File: config.mk
export PLATFORM = sky130hd
export DESIGN_NAME = pc_target_lut_flat
export DESIGN_NICKNAME = d
export VERILOG_FILES = /design/src/rtl/pc_target_lut_pkg.sv /design/src/rtl/pc_target_lut_if.sv /design/src/rtl/pc_target_lut_init_seq.sv /design/src/rtl/pc_target_lut.sv /design/src/flat_wrapper.sv
export SDC_FILE = /design/constraint.sdc
export NUM_CORES = 1
export LEC_CHECK = 0
export BUFFER_PORTS_ARGS = -buffer_cell sky130_fd_sc_hd__buf_2
export CORE_MARGIN = 2
export CORE_UTILIZATION = 40
export CTS_CLUSTER_DIAMETER = 30
export DETAILED_ROUTE_END_ITERATION = 10
export PLACE_DENSITY = 0.52
export SYNTH_ARGS = -nofsm -noshare
export SYNTH_HDL_FRONTEND = slang
export SYNTH_SLANG_ARGS = --single-unit
File: constraint.sdc
create_clock -name Clk -period 7.6 [get_ports Clk]
set_input_delay 0.38 -clock Clk [delete_from_list [all_inputs] [get_ports Clk]]
set_output_delay 0.38 -clock Clk [all_outputs]
set_load 0.005 [all_outputs]
File: src/rtl/pc_target_lut_pkg.sv
// pc_lut_pkg: shared FSM state type and the default branch-target program table.
package pc_lut_pkg;
  typedef enum logic [1:0] {INIT = 2'b01, READY = 2'b10} state_t;
  localparam int DEF_DEPTH = 32;
  localparam logic [11:0] DEF_TGT [DEF_DEPTH] = '{
    12'd7, 12'd47, 12'd56, 12'd58, 12'd66, 12'd75, 12'd77, 12'd107,
    12'd114, 12'd121, 12'd128, 12'd148, 12'd47, 12'd50, 12'd62, 12'd66,
    12'd75, 12'd78, 12'd81, 12'd84, 12'd27, 12'd58, 12'd64, 12'd79,
    12'd110, 12'd121, 12'd124, 12'd130, 12'd134, 12'd1, 12'd1, 12'd1};
  localparam logic [DEF_DEPTH-1:0] DEF_REL = '0;
  function automatic logic [11:0] default_target(input int unsigned idx);
    return (idx < DEF_DEPTH) ? DEF_TGT[idx[4:0]] : 12'd0;
  endfunction
  function automatic logic default_rel(input int unsigned idx);
    return (idx < DEF_DEPTH) ? DEF_REL[idx[4:0]] : 1'b0;
  endfunction
endpackage

File: src/rtl/pc_target_lut_if.sv
// pc_target_lut_if: lookup, write and status signals of the branch-target table.
interface pc_target_lut_if #(parameter int D = 12, parameter int A = 5);
  logic         lut_rd_en;
  logic [A-1:0] addr_lut;
  logic [D-1:0] pc_in;
  logic         wr_en;
  logic [A-1:0] wr_addr;
  logic [D-1:0] wr_data;
  logic         wr_rel;
  logic [D-1:0] target;
  logic         target_valid;
  logic         lut_miss;
  logic         init_busy;
  logic         wr_err;
  modport master (output lut_rd_en, addr_lut, pc_in, wr_en, wr_addr, wr_data, wr_rel,
                  input target, target_valid, lut_miss, init_busy, wr_err);
  modport slave (input lut_rd_en, addr_lut, pc_in, wr_en, wr_addr, wr_data, wr_rel,
                 output target, target_valid, lut_miss, init_busy, wr_err);
endinterface

File: src/rtl/pc_target_lut_init_seq.sv
// pc_lut_init_seq: INIT/READY sequencer that walks the table index once after reset.
module pc_lut_init_seq
  import pc_lut_pkg::*;
#(
  parameter int A     = 5,
  parameter int DEPTH = DEF_DEPTH
) (
  input  logic         Clk,
  input  logic         Reset,
  output logic         init_we,
  output logic [A-1:0] idx,
  output logic         busy
);
  state_t state;
  assign init_we = busy;
  always_ff @(posedge Clk or posedge Reset)
    if (Reset) begin
      state <= INIT;
      idx   <= '0;
      busy  <= 1'b1;
    end else begin
      case (state)
        INIT: begin
          idx <= idx + 1'b1;
          if (idx == A'(DEPTH - 1)) begin
            state <= READY;
            busy  <= 1'b0;
          end
        end
        READY: busy <= 1'b0;
        default: begin
          state <= INIT;
          idx   <= '0;
          busy  <= 1'b1;
        end
      endcase
    end
endmodule

File: src/rtl/pc_target_lut.sv
// pc_target_lut: writable absolute/PC-relative branch-target table with registered lookup.
module pc_target_lut
  import pc_lut_pkg::*;
#(
  parameter int D     = 12,
  parameter int A     = 5,
  parameter int DEPTH = DEF_DEPTH
) (
  input logic             Clk,
  input logic             Reset,
  pc_target_lut_if.slave  bus
);
  logic         busy, init_we, wr_hit, rd_hit, ram_we, rd_go;
  logic [A-1:0] idx, waddr;
  logic [D:0]   wdata, entry;
  logic [D-1:0] resolved;
  logic [D:0]   mem [DEPTH];
  pc_lut_init_seq #(.A(A), .DEPTH(DEPTH)) u_seq (
    .Clk(Clk), .Reset(Reset), .init_we(init_we), .idx(idx), .busy(busy));
  always_comb begin
    wr_hit   = 32'(bus.wr_addr) < DEPTH;
    rd_hit   = 32'(bus.addr_lut) < DEPTH;
    rd_go    = bus.lut_rd_en && !busy;
    ram_we   = init_we || (bus.wr_en && wr_hit);
    waddr    = init_we ? idx : bus.wr_addr;
    wdata    = init_we ? {default_rel(32'(idx)), D'(default_target(32'(idx)))}
                       : {bus.wr_rel, bus.wr_data};
    entry    = mem[bus.addr_lut];
    resolved = entry[D] ? bus.pc_in + entry[D-1:0] : entry[D-1:0];
  end
  // Storage has no reset; the sequencer rewrites every entry after reset.
  always_ff @(posedge Clk)
    if (ram_we) mem[waddr] <= wdata;
  always_ff @(posedge Clk or posedge Reset)
    if (Reset) begin
      bus.target       <= '0;
      bus.target_valid <= 1'b0;
      bus.lut_miss     <= 1'b0;
      bus.wr_err       <= 1'b0;
    end else begin
      bus.wr_err       <= bus.wr_en && (busy || !wr_hit);
      bus.target_valid <= rd_go;
      bus.lut_miss     <= rd_go && !rd_hit;
      if (rd_go) bus.target <= rd_hit ? resolved : '0;
    end
  assign bus.init_busy = busy;
endmodule

File: src/flat_wrapper.sv
// flat-port wrapper written by rule: the top's interface ports become plain ports
module pc_target_lut_flat import pc_lut_pkg::*;
#(
  parameter int D     = 12,
  parameter int A     = 5,
  parameter int DEPTH = DEF_DEPTH
)
  (Clk, Reset, bus_lut_rd_en, bus_addr_lut, bus_pc_in, bus_wr_en, bus_wr_addr, bus_wr_data, bus_wr_rel, bus_target, bus_target_valid, bus_lut_miss, bus_init_busy, bus_wr_err);
  pc_target_lut_if #(.D(D), .A(A)) bus_i ();
  input logic Clk;
  input logic Reset;
  input wire logic [$bits(bus_i.lut_rd_en)-1:0] bus_lut_rd_en;
  input wire logic [$bits(bus_i.addr_lut)-1:0] bus_addr_lut;
  input wire logic [$bits(bus_i.pc_in)-1:0] bus_pc_in;
  input wire logic [$bits(bus_i.wr_en)-1:0] bus_wr_en;
  input wire logic [$bits(bus_i.wr_addr)-1:0] bus_wr_addr;
  input wire logic [$bits(bus_i.wr_data)-1:0] bus_wr_data;
  input wire logic [$bits(bus_i.wr_rel)-1:0] bus_wr_rel;
  output wire logic [$bits(bus_i.target)-1:0] bus_target;
  output wire logic [$bits(bus_i.target_valid)-1:0] bus_target_valid;
  output wire logic [$bits(bus_i.lut_miss)-1:0] bus_lut_miss;
  output wire logic [$bits(bus_i.init_busy)-1:0] bus_init_busy;
  output wire logic [$bits(bus_i.wr_err)-1:0] bus_wr_err;
  assign bus_i.lut_rd_en = bus_lut_rd_en;
  assign bus_i.addr_lut = bus_addr_lut;
  assign bus_i.pc_in = bus_pc_in;
  assign bus_i.wr_en = bus_wr_en;
  assign bus_i.wr_addr = bus_wr_addr;
  assign bus_i.wr_data = bus_wr_data;
  assign bus_i.wr_rel = bus_wr_rel;
  assign bus_target = bus_i.target;
  assign bus_target_valid = bus_i.target_valid;
  assign bus_lut_miss = bus_i.lut_miss;
  assign bus_init_busy = bus_i.init_busy;
  assign bus_wr_err = bus_i.wr_err;
  pc_target_lut #(.D(D), .A(A), .DEPTH(DEPTH)) u_core (.Clk(Clk), .Reset(Reset), .bus(bus_i));
endmodule
==> reports/metrics.csv, run 1 <==
stage;metric;value;unit
cells_and_area;n_diodes;0;
clocking;clk slew on worst S/H paths;0.04;ns
flow_run;Max-Cap Viols;0;
cells_and_area;Nets;1205;
floorplanning;die span in y;218;um
logic_synthesis;Post-synth EDFFs;416;
global_route;vias in the first global route;10300;
logic_synthesis;commonest cells in the netlist;edfxtp_1, mux4_2, nand2_1, nor2_1, mux2i_1;
clocking;CTS Buffer Depth;3;
place;Port Buffers;53;
timing;worst-margin pin slew;1.29;ns
clocking;setup bufs post-CTS;0;
timing;Setup Skew;0.0217;ns
timing;Setup violations, final;0;
global_route;met1 GRT Util;27.6;%
timing;final worst path period share;57.4;%
clocking;CTS-repair resized insts;0;
worst_setup_path;CP Launch Type;input port;
timing;Slew HR;13.4;%
floorplanning;Initial Util;40.5;%
place;Post-DP HPWL;27300;um
logic_synthesis;Async SR Flop Fraction;5.02;%
worst_setup_path;crit path from;bus_addr_lut[1];
cells_and_area;design area;22600;sq um
timing;fin. max-slew vios;0;
power;peak supply drop;0.196;mV
min_path;Hold Crit Class;in2async;
place;DP Area;19400;sq um
global_route;gr ovfl total;0;
clocking;H-tree levels;3;
worst_setup_path;Setup CP Type;in2reg;
logic_synthesis;post-synthesis sequential area ratio;71.2;%
global_route;layer with the highest usage;met2;
floorplanning;num rows;78;
logic_synthesis;Yosys top cell by area;edfxtp_1;
cells_and_area;synth-to-layout area growth;23.6;%
cells_and_area;layout cells sized above 1;31.9;%
clocking;root buffer cell;clkbuf_16;
global_route;largest net degree at the start of global routing;62;
clocking;hold-fix buffers at CTS;0;
timing;Hold Fails Final Rpt;3;
place;dpl cells;1648;
worst_setup_path;R2R cell count;11;
logic_synthesis;Yosys reg bits;438;
cells_and_area;fin cells;1823;
global_route;GRT Total Usage;20.0;%
drt;via count;9986;
run_status;result of the run;finished with violations;
clocking;total clock sinks;438;
run_status;failing checks;hold timing;
logic_synthesis;Syn Area/Cell;18.3;sq um
drt;final wirelength;45900;um
drt;drt first-iter violations;824;
logic_synthesis;synthesized area;18300;sq um
logic_synthesis;post-synth top area share;68.2;%
worst_setup_path;Critical R2R Capture;u_core.bus.target[11]$_DFFE_PP0P_;
drt;Pre-antenna DRT Iters;5;
logic_synthesis;Area contributors post-synth;edfxtp_1, mux4_2, dfrtp_1;
place;gpl congestion;0.841;
floorplanning;core area;45300;sq um
floorplanning;number of I/O pins;55;
clocking;clk_lat worst skew;0.62;ns
timing;Highest Clock Rate;229;MHz
timing;final hold slack;-0.00277;ns
drt;vias per std cell;5.48;
worst_setup_path;Worst EP arrival;4.86;ns
timing;Fin Setup TNS;0;ns
global_route;met3 usage;4.35;%
logic_synthesis;library cells used by synthesis;61;
floorplanning;DIE WIDTH;218;um
worst_setup_path;Crit. End Element;flip-flop;
cells_and_area;final core utilization;50.0;%
global_route;met2 usage;31.5;%
worst_setup_path;Critical Path RT;8.10;ns
drt;DRC violations left;0;
global_route;initial antenna violation count;0;
logic_synthesis;Top FF cell, synth;edfxtp_1;
timing;Min Clock Period, post-route;4.36;ns
floorplanning;full die area;47500;sq um
logic_synthesis;Ys Warns;0;
worst_setup_path;Reg2Reg Setup Slack;3.96;ns
clocking;TritonCTS clock tree;built;
timing;RSZ-0062 raised after global routing;no;
logic_synthesis;Syn Inst Count;999;
drt;post-detailed-route count of antenna-violating nets;0;
global_route;first-pass GRT wire length;67900;um
logic_synthesis;most numerous cell in the Yosys netlist;edfxtp_1;
clocking;TritonCTS Buffers;93;
worst_setup_path;Crit Path Max Fanout;61;
drt;Routed wire per std cell;25.2;um
worst_setup_path;r2r startpoint;u_core.mem[27][1]$_DFFE_PP_;
power;P_leak;7.73;nW
power;pwr dens;312;nW/um^2
logic_synthesis;Syn Nets;1061;
power by group:
group	internal, mW	leakage [nW]	switching, mW
combinational	0.155	2.20	0.217
sequential	2.68	4.02	0.0126
clock	2.68	1.51	1.33
total	5.52	7.73	1.56
cell type report:
type / instances / area [sq um]
clock buffers: 108 / 2440
clock inverters: 67 / 758
fillers: 3730 / 22600
inverters: 23 / 86.3
multi-input cells: 485 / 4920
flip-flops and latches: 438 / 13000
well taps: 600 / 751
repair buffers: 102 / 642
worst max-delay path, cell delays in order:
cell,delay [ns]
buf_4,0.74
buf_4,0.58
mux4_2,0.39
mux4_2,0.55
mux2_2,0.34
ha_1,0.21
a21oi_1,0.19
nor2_1,0.12
o41ai_1,0.62
a211oi_1,0.20
o31a_1,0.27
o31ai_1,0.21
sequential cells by signal, indices dropped and copies added (netlist names):
name and cells:
u_core.mem 416, u_core.bus.target 12, u_core.u_seq.idx 5, u_core.u_seq.state 2
u_core.bus.target_valid 1, u_core.bus.wr_err 1, u_core.u_seq.busy 1
layout by cell type, fill, tap and decap left out, types with 8 or more instances in the layout:
master / n
a21oi_1: 18
a22oi_1: 13
buf_2: 51
buf_4: 50
bufinv_16: 11
clkbuf_1: 12
clkbuf_16: 95
clkinv_1: 12
clkinv_2: 11
clkinvlp_4: 15
dfrtp_1: 20
edfxtp_1: 416
ha_1: 22
inv_1: 21
mux2_2: 11
mux2i_1: 35
mux4_2: 106
nand2_1: 57
nand3_1: 16
nor2_1: 54
nor2b_1: 12
o211ai_1: 8
o21ai_0: 21
through the flow:
stage	total power, mW	setup WS, ns
after floorplan	2.98	4.00
after global placement	3.11	2.68
after detailed placement	3.11	2.58
after CTS	7.14	3.23
after global routing	7.30	2.96
final	7.07	3.24
worst max-delay path by stage:
| stage | slack [ns] | depth (start not counted) | end |
|---|---|---|---|
| global placement | 2.68 | 13 | u_core.bus.target[11]$_DFFE_PP0P_ |
| CTS | 3.23 | 12 | u_core.bus.target[11]$_DFFE_PP0P_ |
| finish | 3.24 | 12 | u_core.bus.target[11]$_DFFE_PP0P_ |
| floorplan | 4.00 | 13 | u_core.bus.target[11]$_DFFE_PP0P_ |
| global route | 2.96 | 13 | u_core.bus.target[11]$_DFFE_PP0P_ |
| detailed placement | 2.58 | 12 | u_core.bus.target[11]$_DFFE_PP0P_ |
cells by family (layout without fill, tap and decap cells):
group                    count (synthesis)  count (layout)  synth area share [%]
AND/OR/NAND/NOR                        182             182                  4.72
adder cells (fa/ha/maj)                 23              23                  1.61
AO/OA/AOI/OAI                          119             119                  4.19
multiplexers                           153             153                  15.7
XOR/XNOR                                 7               7                 0.335
buffers and inverters                   76             300                  2.17
other                                    1               1                0.0205
flip-flops                             438             438                  71.2
per-layer routing:
| layer | up-vias | share of wire [%] |
|---|---|---|
| met5 | - | 0 |
| met4 | 0 | 2.2 |
| met3 | 64 | 5.6 |
| met2 | 303 | 48 |
| met1 | 5257 | 44 |
| li1 | 4362 | - |
(Power assumes the default switching activity.)
==> run 2: changes to the inputs <==
Clock period 7.6 ns to 4.35 ns, I/O delays scaled along.
==> run 2 against run 1 <==
The flow now finishes without violations. Sequential power rose by 75%. Flip-flop and latch count did not move. Core utilization fell by 0.28 points. Critical endpoint unchanged. Critical path depth rose by 1. Hold slack improved by 0.083 ns. Sequential share of layout area rose by 0.33 points. Clock-buffer cell count fell by 14. Die area did not move. Register-to-register slack got worse by 3.3 ns. Total power rose by 67%. Non-clock buffer count rose by 9. First-iteration DRC count fell by 4.4%.
==> reports/metrics.csv, run 2 (synthesis results as in run 1) <==
stage;metric;value;unit;change
drt;via count;9827;;was 9986
timing;worst setup margin;0.657;ns;was 3.24 ns
drt;Routed wire per std cell;25.0;um;was 25.2 um
cells_and_area;Reg with most FFs;u_core.mem;;unchanged
clocking;TritonCTS Buffers;88;;was 93
global_route;initial antenna violation count;0;;unchanged
drt;DR top layer;met4;;unchanged
global_route;vias in the first global route;10200;;was 10300
min_path;Hold Crit Class;in2reg;;was in2async
worst_setup_path;CP Launch Type;input port;;unchanged
clocking;H-tree levels;3;;unchanged
power;pwr dens;526;nW/um^2;was 312 nW/um^2
cells_and_area;most frequent cells in the layout;edfxtp_1, mux4_2, clkbuf_16, nand2_1, nor2_1;;unchanged
cells_and_area;biggest registers after layout;u_core.mem x416, u_core.bus.target x12, u_core.u_seq.idx x5;;unchanged
clocking;total clock sinks;438;;unchanged
clocking;TritonCTS clock tree;built;;unchanged
drt;post-detailed-route count of antenna-violating nets;0;;unchanged
drt;DRC violations left;0;;unchanged
cells_and_area;layout cells sized above 1;32.3;%;was 31.9%
floorplanning;number of I/O pins;55;;unchanged
drt;Routed met3 length;2030;um;was 2570 um
clocking;CTS-repair resized insts;0;;unchanged
timing;Hold Fails Final Rpt;0;;was 3
place;gpl congestion;0.840;;was 0.841
power;Internal;9.21;mW;was 5.52 mW
cells_and_area;max reg flops;416;;unchanged
place;dpl cells;1655;;was 1648
cells_and_area;fin cells;1820;;was 1823
clocking;root buffer cell;clkbuf_16;;unchanged
power;P_sw;2.64;mW;was 1.56 mW
floorplanning;Initial Util;40.5;%;unchanged
clocking;CTS Buffer Depth;3;;unchanged
power;clock power share;54.7;%;was 56.7%
place;Port Buffers;53;;unchanged
clocking;hold-fix buffers at CTS;2;;was 0
clocking;clk_lat worst skew;0.60;ns;was 0.62 ns
cells_and_area;n_diodes;0;;unchanged
cells_and_area;synth-to-layout area growth;22.9;%;was 23.6%
timing;Min Clock Period, post-route;3.69;ns;
drt;Pre-antenna DRT Iters;4;;was 5
place;Post-DP HPWL;27500;um;was 27300 um
run_status;result of the run;finished clean;;was finished with violations
worst_setup_path;Setup CP Type;in2reg;;unchanged
cells_and_area;commonest non-fill, non-tap cell in the layout;edfxtp_1;;unchanged
power;peak supply drop;0.401;mV;was 0.196 mV
drt;drt first-iter violations;788;;was 824
timing;Setup Skew;0.0166;ns;was 0.0217 ns
worst_setup_path;Critical Path RT;4.85;ns;was 8.10 ns
power;Sequential Power Share;39.7;%;was 38.1%
global_route;gr ovfl total;0;;unchanged
drt;vias per std cell;5.40;;was 5.48
flow_run;Max-Cap Viols;0;;unchanged
power;P_leak;7.70;nW;was 7.73 nW
place;pre-CTS setup slack;0.0598;ns;was 2.58 ns
timing;Setup violations, final;0;;unchanged
floorplanning;core area;45300;sq um;unchanged
worst_setup_path;Crit. End Element;flip-flop;;unchanged
drt;Metal-1 WL;20400;um;was 20200 um
drt;final wirelength;45500;um;was 45900 um
global_route;GRT Total Usage;19.9;%;was 20.0%
worst_setup_path;Crit Path Max Fanout;42;;was 61
timing;worst-margin pin slew;1.26;ns;was 1.29 ns
global_route;largest net degree at the start of global routing;52;;was 62
worst_setup_path;Worst EP arrival;4.20;ns;was 4.86 ns
clocking;setup bufs post-CTS;0;;unchanged
floorplanning;DIE WIDTH;218;um;unchanged
timing;RSZ-0062 raised after global routing;no;;unchanged
clocking;clk slew on worst S/H paths;0.04;ns;about the same
timing;Slew HR;15.7;%;was 13.4%
timing;final worst path period share;84.9;%;
drt;met2 WL;22200;um;was 22100 um
floorplanning;die span in y;218;um;unchanged
floorplanning;num rows;78;;unchanged
timing;Fin Setup TNS;0;ns;unchanged
cells_and_area;Nets;1209;;was 1205
timing;fin. max-slew vios;0;;unchanged
timing;Highest Clock Rate;271;MHz;
floorplanning;full die area;47500;sq um;unchanged
power;Comb power frac;5.6;%;was 5.3%
power;switching part of the total;22.3;%;was 22.0%
global_route;first-pass GRT wire length;67900;um;about the same
[run 2: changes by cell type in the layout (fill, tap and decap cells not counted), sizes merged]
cell,change
clkbuf,-14
dlygate4sd3,+2
buf,+7
clkinvlp,-4
clkinv,+6
inv,+3
bufinv,-3
[run 2: critical path, stage by stage]
cell	delay (ns)
buf_6	0.50
buf_12	0.29
mux4_2	0.52
mux4_2	0.51
mux2i_4	0.20
inv_2	0.06
ha_1	0.26
a21oi_1	0.22
nor2_1	0.12
o41ai_1	0.60
a211oi_1	0.19
o31a_1	0.27
o31ai_1	0.19
[run 2: worst paths after layout]
kind	start	to	slack (ns)	cells past startpoint
worst max-delay path	bus_addr_lut[0]	u_core.bus.target[11]$_DFFE_PP0P_	0.66	13
worst min-delay path	bus_pc_in[0]	u_core.bus.target[0]$_DFFE_PP0P_	0.08	4
worst max register to register	u_core.mem[23][1]$_DFFE_PP_	u_core.bus.target[11]$_DFFE_PP0P_	0.71	11
worst min register to register	u_core.bus.target[7]$_DFFE_PP0P_	u_core.bus.target[7]$_DFFE_PP0P_	0.47	2
max in group asynchronous	Reset	u_core.bus.target[5]$_DFFE_PP0P_	3.33	3
min in group asynchronous	Reset	u_core.bus.wr_err$_DFF_PP0_	0.41	3
[run 2: routing by layer]
layer | vias to the layer above | global-route usage [%]
li1 | 4367 | -
met1 | 5149 | 27.9
met2 | 259 | 31.6
met3 | 52 | 3.95
met4 | 0 | 5.76
met5 | - | 0
[run 2: power by group through the flow]
stage               sequential, mW  combinational, mW  clock, mW
floorplan                     4.77              0.436          0
global route                  4.70              0.729       6.81
CTS                           4.70              0.678       6.58
global placement              4.77              0.672          0
detailed placement            4.77              0.674          0
finish                        4.70              0.664       6.48
[run 2: layout make-up]
cell class | instances | area, sq um
Clock buffer | 94 | 2250
Clock inverter | 69 | 684
Fill cell | 3751 | 22800
Inverter | 23 | 86.3
Multi-Input combinational cell | 485 | 4920
Sequential cell | 438 | 13000
Tap cell | 600 | 751
Timing Repair Buffer | 111 | 777
[run 2: stage by stage]
step | utilization [%] | power [mW] | hold slack [ns] | instance area [sq um]
4_1_cts | 49.7 | 12.0 | 0.0600 | 22500
5_1_grt | 49.7 | 12.2 | 0.0660 | 22500
6_report | 49.7 | 11.8 | 0.0807 | 22500
3_5_place_dp | 43.2 | 5.45 | 0.468 | 19600
3_3_place_gp | 43.2 | 5.44 | 0.465 | 19600
2_1_floorplan | - | 5.21 | 0.205 | 18300
==> run 3: changes to the inputs <==
Settings changed: PLACE_DENSITY 0.52 to 0.54.
Clock period 4.35 ns to 3 ns, I/O delays scaled along.
==> run 3 against run 2 <==
Global-route usage about the same. First-iteration DRC count up 14%. Critical path depth down 2. Core utilization up 3.1 points. Register-to-register slack worse by 1.1 ns. Hold slack worse by 0.024 ns. Clock-buffer cell count up 6. The run now ends with setup timing left.
==> reports/metrics.csv, run 3 (synthesis results as in run 1) <==
stage;metric;value;unit;change
worst_setup_path;CP Launch Type;flip-flop;;was input port
place;Port Buffers;53;;unchanged
cells_and_area;fin cells;1929;;was 1820
drt;post-detailed-route count of antenna-violating nets;0;;unchanged
timing;final worst path period share;111;%;
worst_setup_path;CP Capture Point;u_core.bus.target[11]$_DFFE_PP0P_;;unchanged
cells_and_area;most frequent cells in the layout;edfxtp_1, buf_4, mux4_2, clkbuf_16, nand2_1;;was edfxtp_1, mux4_2, clkbuf_16, nand2_1, nor2_1
cells_and_area;Reg with most FFs;u_core.mem;;unchanged
global_route;GRT Total Usage;19.9;%;about the same
cells_and_area;commonest non-fill, non-tap cell in the layout;edfxtp_1;;unchanged
global_route;vias in the first global route;10700;;was 10200
power;clock power share;56.3;%;was 54.7%
floorplanning;number of I/O pins;55;;unchanged
cells_and_area;layout cells sized above 1;39.8;%;was 32.3%
drt;final wirelength;46300;um;was 45500 um
place;Post-DP HPWL;29900;um;was 27500 um
worst_setup_path;Setup CP Type;reg2reg;;was in2reg
clocking;H-tree levels;3;;unchanged
timing;Highest Clock Rate;299;MHz;
global_route;largest net degree at the start of global routing;33;;was 52
timing;Slew HR;14.7;%;was 15.7%
power;switching part of the total;21.7;%;was 22.3%
run_status;failing checks;setup timing;;
place;gpl congestion;0.824;;was 0.840
worst_setup_path;Crit Path Max Fanout;3;;was 42
worst_setup_path;Worst EP arrival;3.84;ns;was 4.20 ns
worst_setup_path;crit path from;u_core.mem[20][0]$_DFFE_PP_;;was bus_addr_lut[0]
timing;Fin Setup TNS;-1.55;ns;was 0 ns
cells_and_area;Nets;1313;;was 1209
timing;worst setup margin;-0.341;ns;was 0.657 ns
clocking;clk slew on worst S/H paths;0.05;ns;was 0.04 ns
place;pre-CTS setup slack;-0.574;ns;was 0.0598 ns
floorplanning;Initial Util;40.5;%;unchanged
global_route;gr ovfl total;0;;unchanged
cells_and_area;synth-to-layout area growth;30.4;%;was 22.9%
power;Comb power frac;6.6;%;was 5.6%
drt;DRC violations left;0;;unchanged
place;dpl cells;1747;;was 1655
clocking;CTS Buffer Depth;3;;unchanged
timing;fin. max-slew vios;0;;unchanged
power;peak supply drop;0.411;mV;was 0.401 mV
worst_setup_path;Reg2Reg Setup Slack;-0.34;ns;was 0.71 ns
drt;drt first-iter violations;898;;was 788
clocking;TritonCTS Buffers;93;;was 88
floorplanning;core area;45300;sq um;unchanged
floorplanning;num rows;78;;unchanged
cells_and_area;final core utilization;52.8;%;was 49.7%
floorplanning;die span in y;218;um;unchanged
drt;Routed wire per std cell;24.0;um;was 25.0 um
power;Sequential Power Share;37.1;%;was 39.7%
clocking;TritonCTS clock tree;built;;unchanged
cells_and_area;max reg flops;416;;unchanged
min_path;Hold Crit Class;in2reg;;unchanged
timing;worst-margin pin slew;1.28;ns;was 1.26 ns
timing;Setup Skew;0.0238;ns;was 0.0166 ns
power;pwr dens;768;nW/um^2;was 526 nW/um^2
timing;Min Clock Period, post-route;3.34;ns;
global_route;first-pass GRT wire length;68500;um;was 67900 um
worst_setup_path;Critical R2R Capture;u_core.bus.target[11]$_DFFE_PP0P_;;unchanged
floorplanning;full die area;47500;sq um;unchanged
power;Internal;14.4;mW;was 9.21 mW
worst_setup_path;Critical Path RT;3.50;ns;was 4.85 ns
drt;via count;10400;;was 9827
run_status;result of the run;finished with violations;;was finished clean
clocking;total clock sinks;438;;unchanged
drt;vias per std cell;5.38;;was 5.40
timing;Setup violations, final;8;;was 0
clocking;clk_lat worst skew;0.61;ns;was 0.60 ns
worst_setup_path;R2R cell count;11;;unchanged
power;P_sw;3.98;mW;was 2.64 mW
timing;Hold Fails Final Rpt;0;;unchanged
clocking;root buffer cell;clkbuf_16;;unchanged
worst_setup_path;Crit. End Element;flip-flop;;unchanged
cells_and_area;biggest registers after layout;u_core.mem x416, u_core.bus.target x12, u_core.u_seq.idx x5;;unchanged
floorplanning;DIE WIDTH;218;um;unchanged
global_route;initial antenna violation count;0;;unchanged
drt;Pre-antenna DRT Iters;5;;was 4
timing;RSZ-0062 raised after global routing;yes;;was no
worst_setup_path;r2r startpoint;u_core.mem[20][0]$_DFFE_PP_;;was u_core.mem[23][1]$_DFFE_PP_
power;P_leak;8.40;nW;was 7.70 nW
flow_run;Max-Cap Viols;0;;unchanged
-- run 3: changes by cell type in the layout (fill, tap and decap cells not counted), moves of 6 or more --
cell / delta
ha_4: +8
bufinv_16: +7
ha_1: -8
buf_12: +6
buf_4: +91
-- run 3: per-stage QoR --
stage,total power [mW],instance area [sq um],hold slack (ns)
after global routing,18.9,23900,0.0642
after floorplan,7.59,18500,0.138
after detailed placement,8.03,20400,0.261
after CTS,18.5,23800,0.0130
final,18.3,23900,0.0563
after global placement,8.02,20400,0.252
-- run 3: critical path, stage by stage, from the launching register on --
cell,delay [ns]
edfxtp_1,0.37
mux4_2,0.46
mux4_2,0.55
mux2_4,0.32
ha_4,0.17
buf_6,0.11
a21oi_4,0.15
nor2_4,0.06
o41ai_4,0.46
a211oi_2,0.14
o31a_1,0.28
o31ai_2,0.17
-- run 3: what timing repair did --
action                                  in CTS  in global routing
pin swaps                                   10                 11
endpoints found under the setup margin       6                  7
resized for setup                           26                 10
hold buffers                                 2                  0
buffers inserted                             1                  6
endpoints found under the hold margin       23                  0
-- run 3: how the worst min path moves through the flow --
stage	startpoint	depth (start not counted)	endpoint
6_report	bus_lut_rd_en	4	u_core.bus.target[8]$_DFFE_PP0P_
5_1_grt	bus_pc_in[0]	4	u_core.bus.target[0]$_DFFE_PP0P_
3_3_place_gp	Reset	3	u_core.bus.target_valid$_DFF_PP0_
3_5_place_dp	Reset	3	u_core.bus.target_valid$_DFF_PP0_
4_1_cts	bus_pc_in[0]	4	u_core.bus.target[0]$_DFFE_PP0P_
2_1_floorplan	Reset	1	u_core.bus.target[0]$_DFFE_PP0P_
-- run 3: layout make-up --
class                      count  area [sq um]
fill                        3631         21400
sequential                   438         13000
multi-input combinational    485          5180
clock buffer                 100          2350
timing repair buffer         210          1600
clock inverter                72           872
tap                          600           751
inverter                      23          86.3
antenna                        1          2.50
-- run 3: power by group through the flow --
stage | combinational, mW | sequential, mW | clock, mW
2_1_floorplan | 0.665 | 6.92 | 0
3_3_place_gp | 1.10 | 6.92 | 0
3_5_place_dp | 1.12 | 6.92 | 0
4_1_cts | 1.18 | 6.81 | 10.5
5_1_grt | 1.30 | 6.81 | 10.8
6_report | 1.21 | 6.81 | 10.3
-- run 3: layer usage --
layer  track usage [%]  vias up  part of all wire, %
met1              28.1     5419                   45
met4              5.26        0                  1.8
met5                 0        -                    0
met2              31.6      307                   48
met3              3.96       65                  5.2
li1                  -     4581                    -
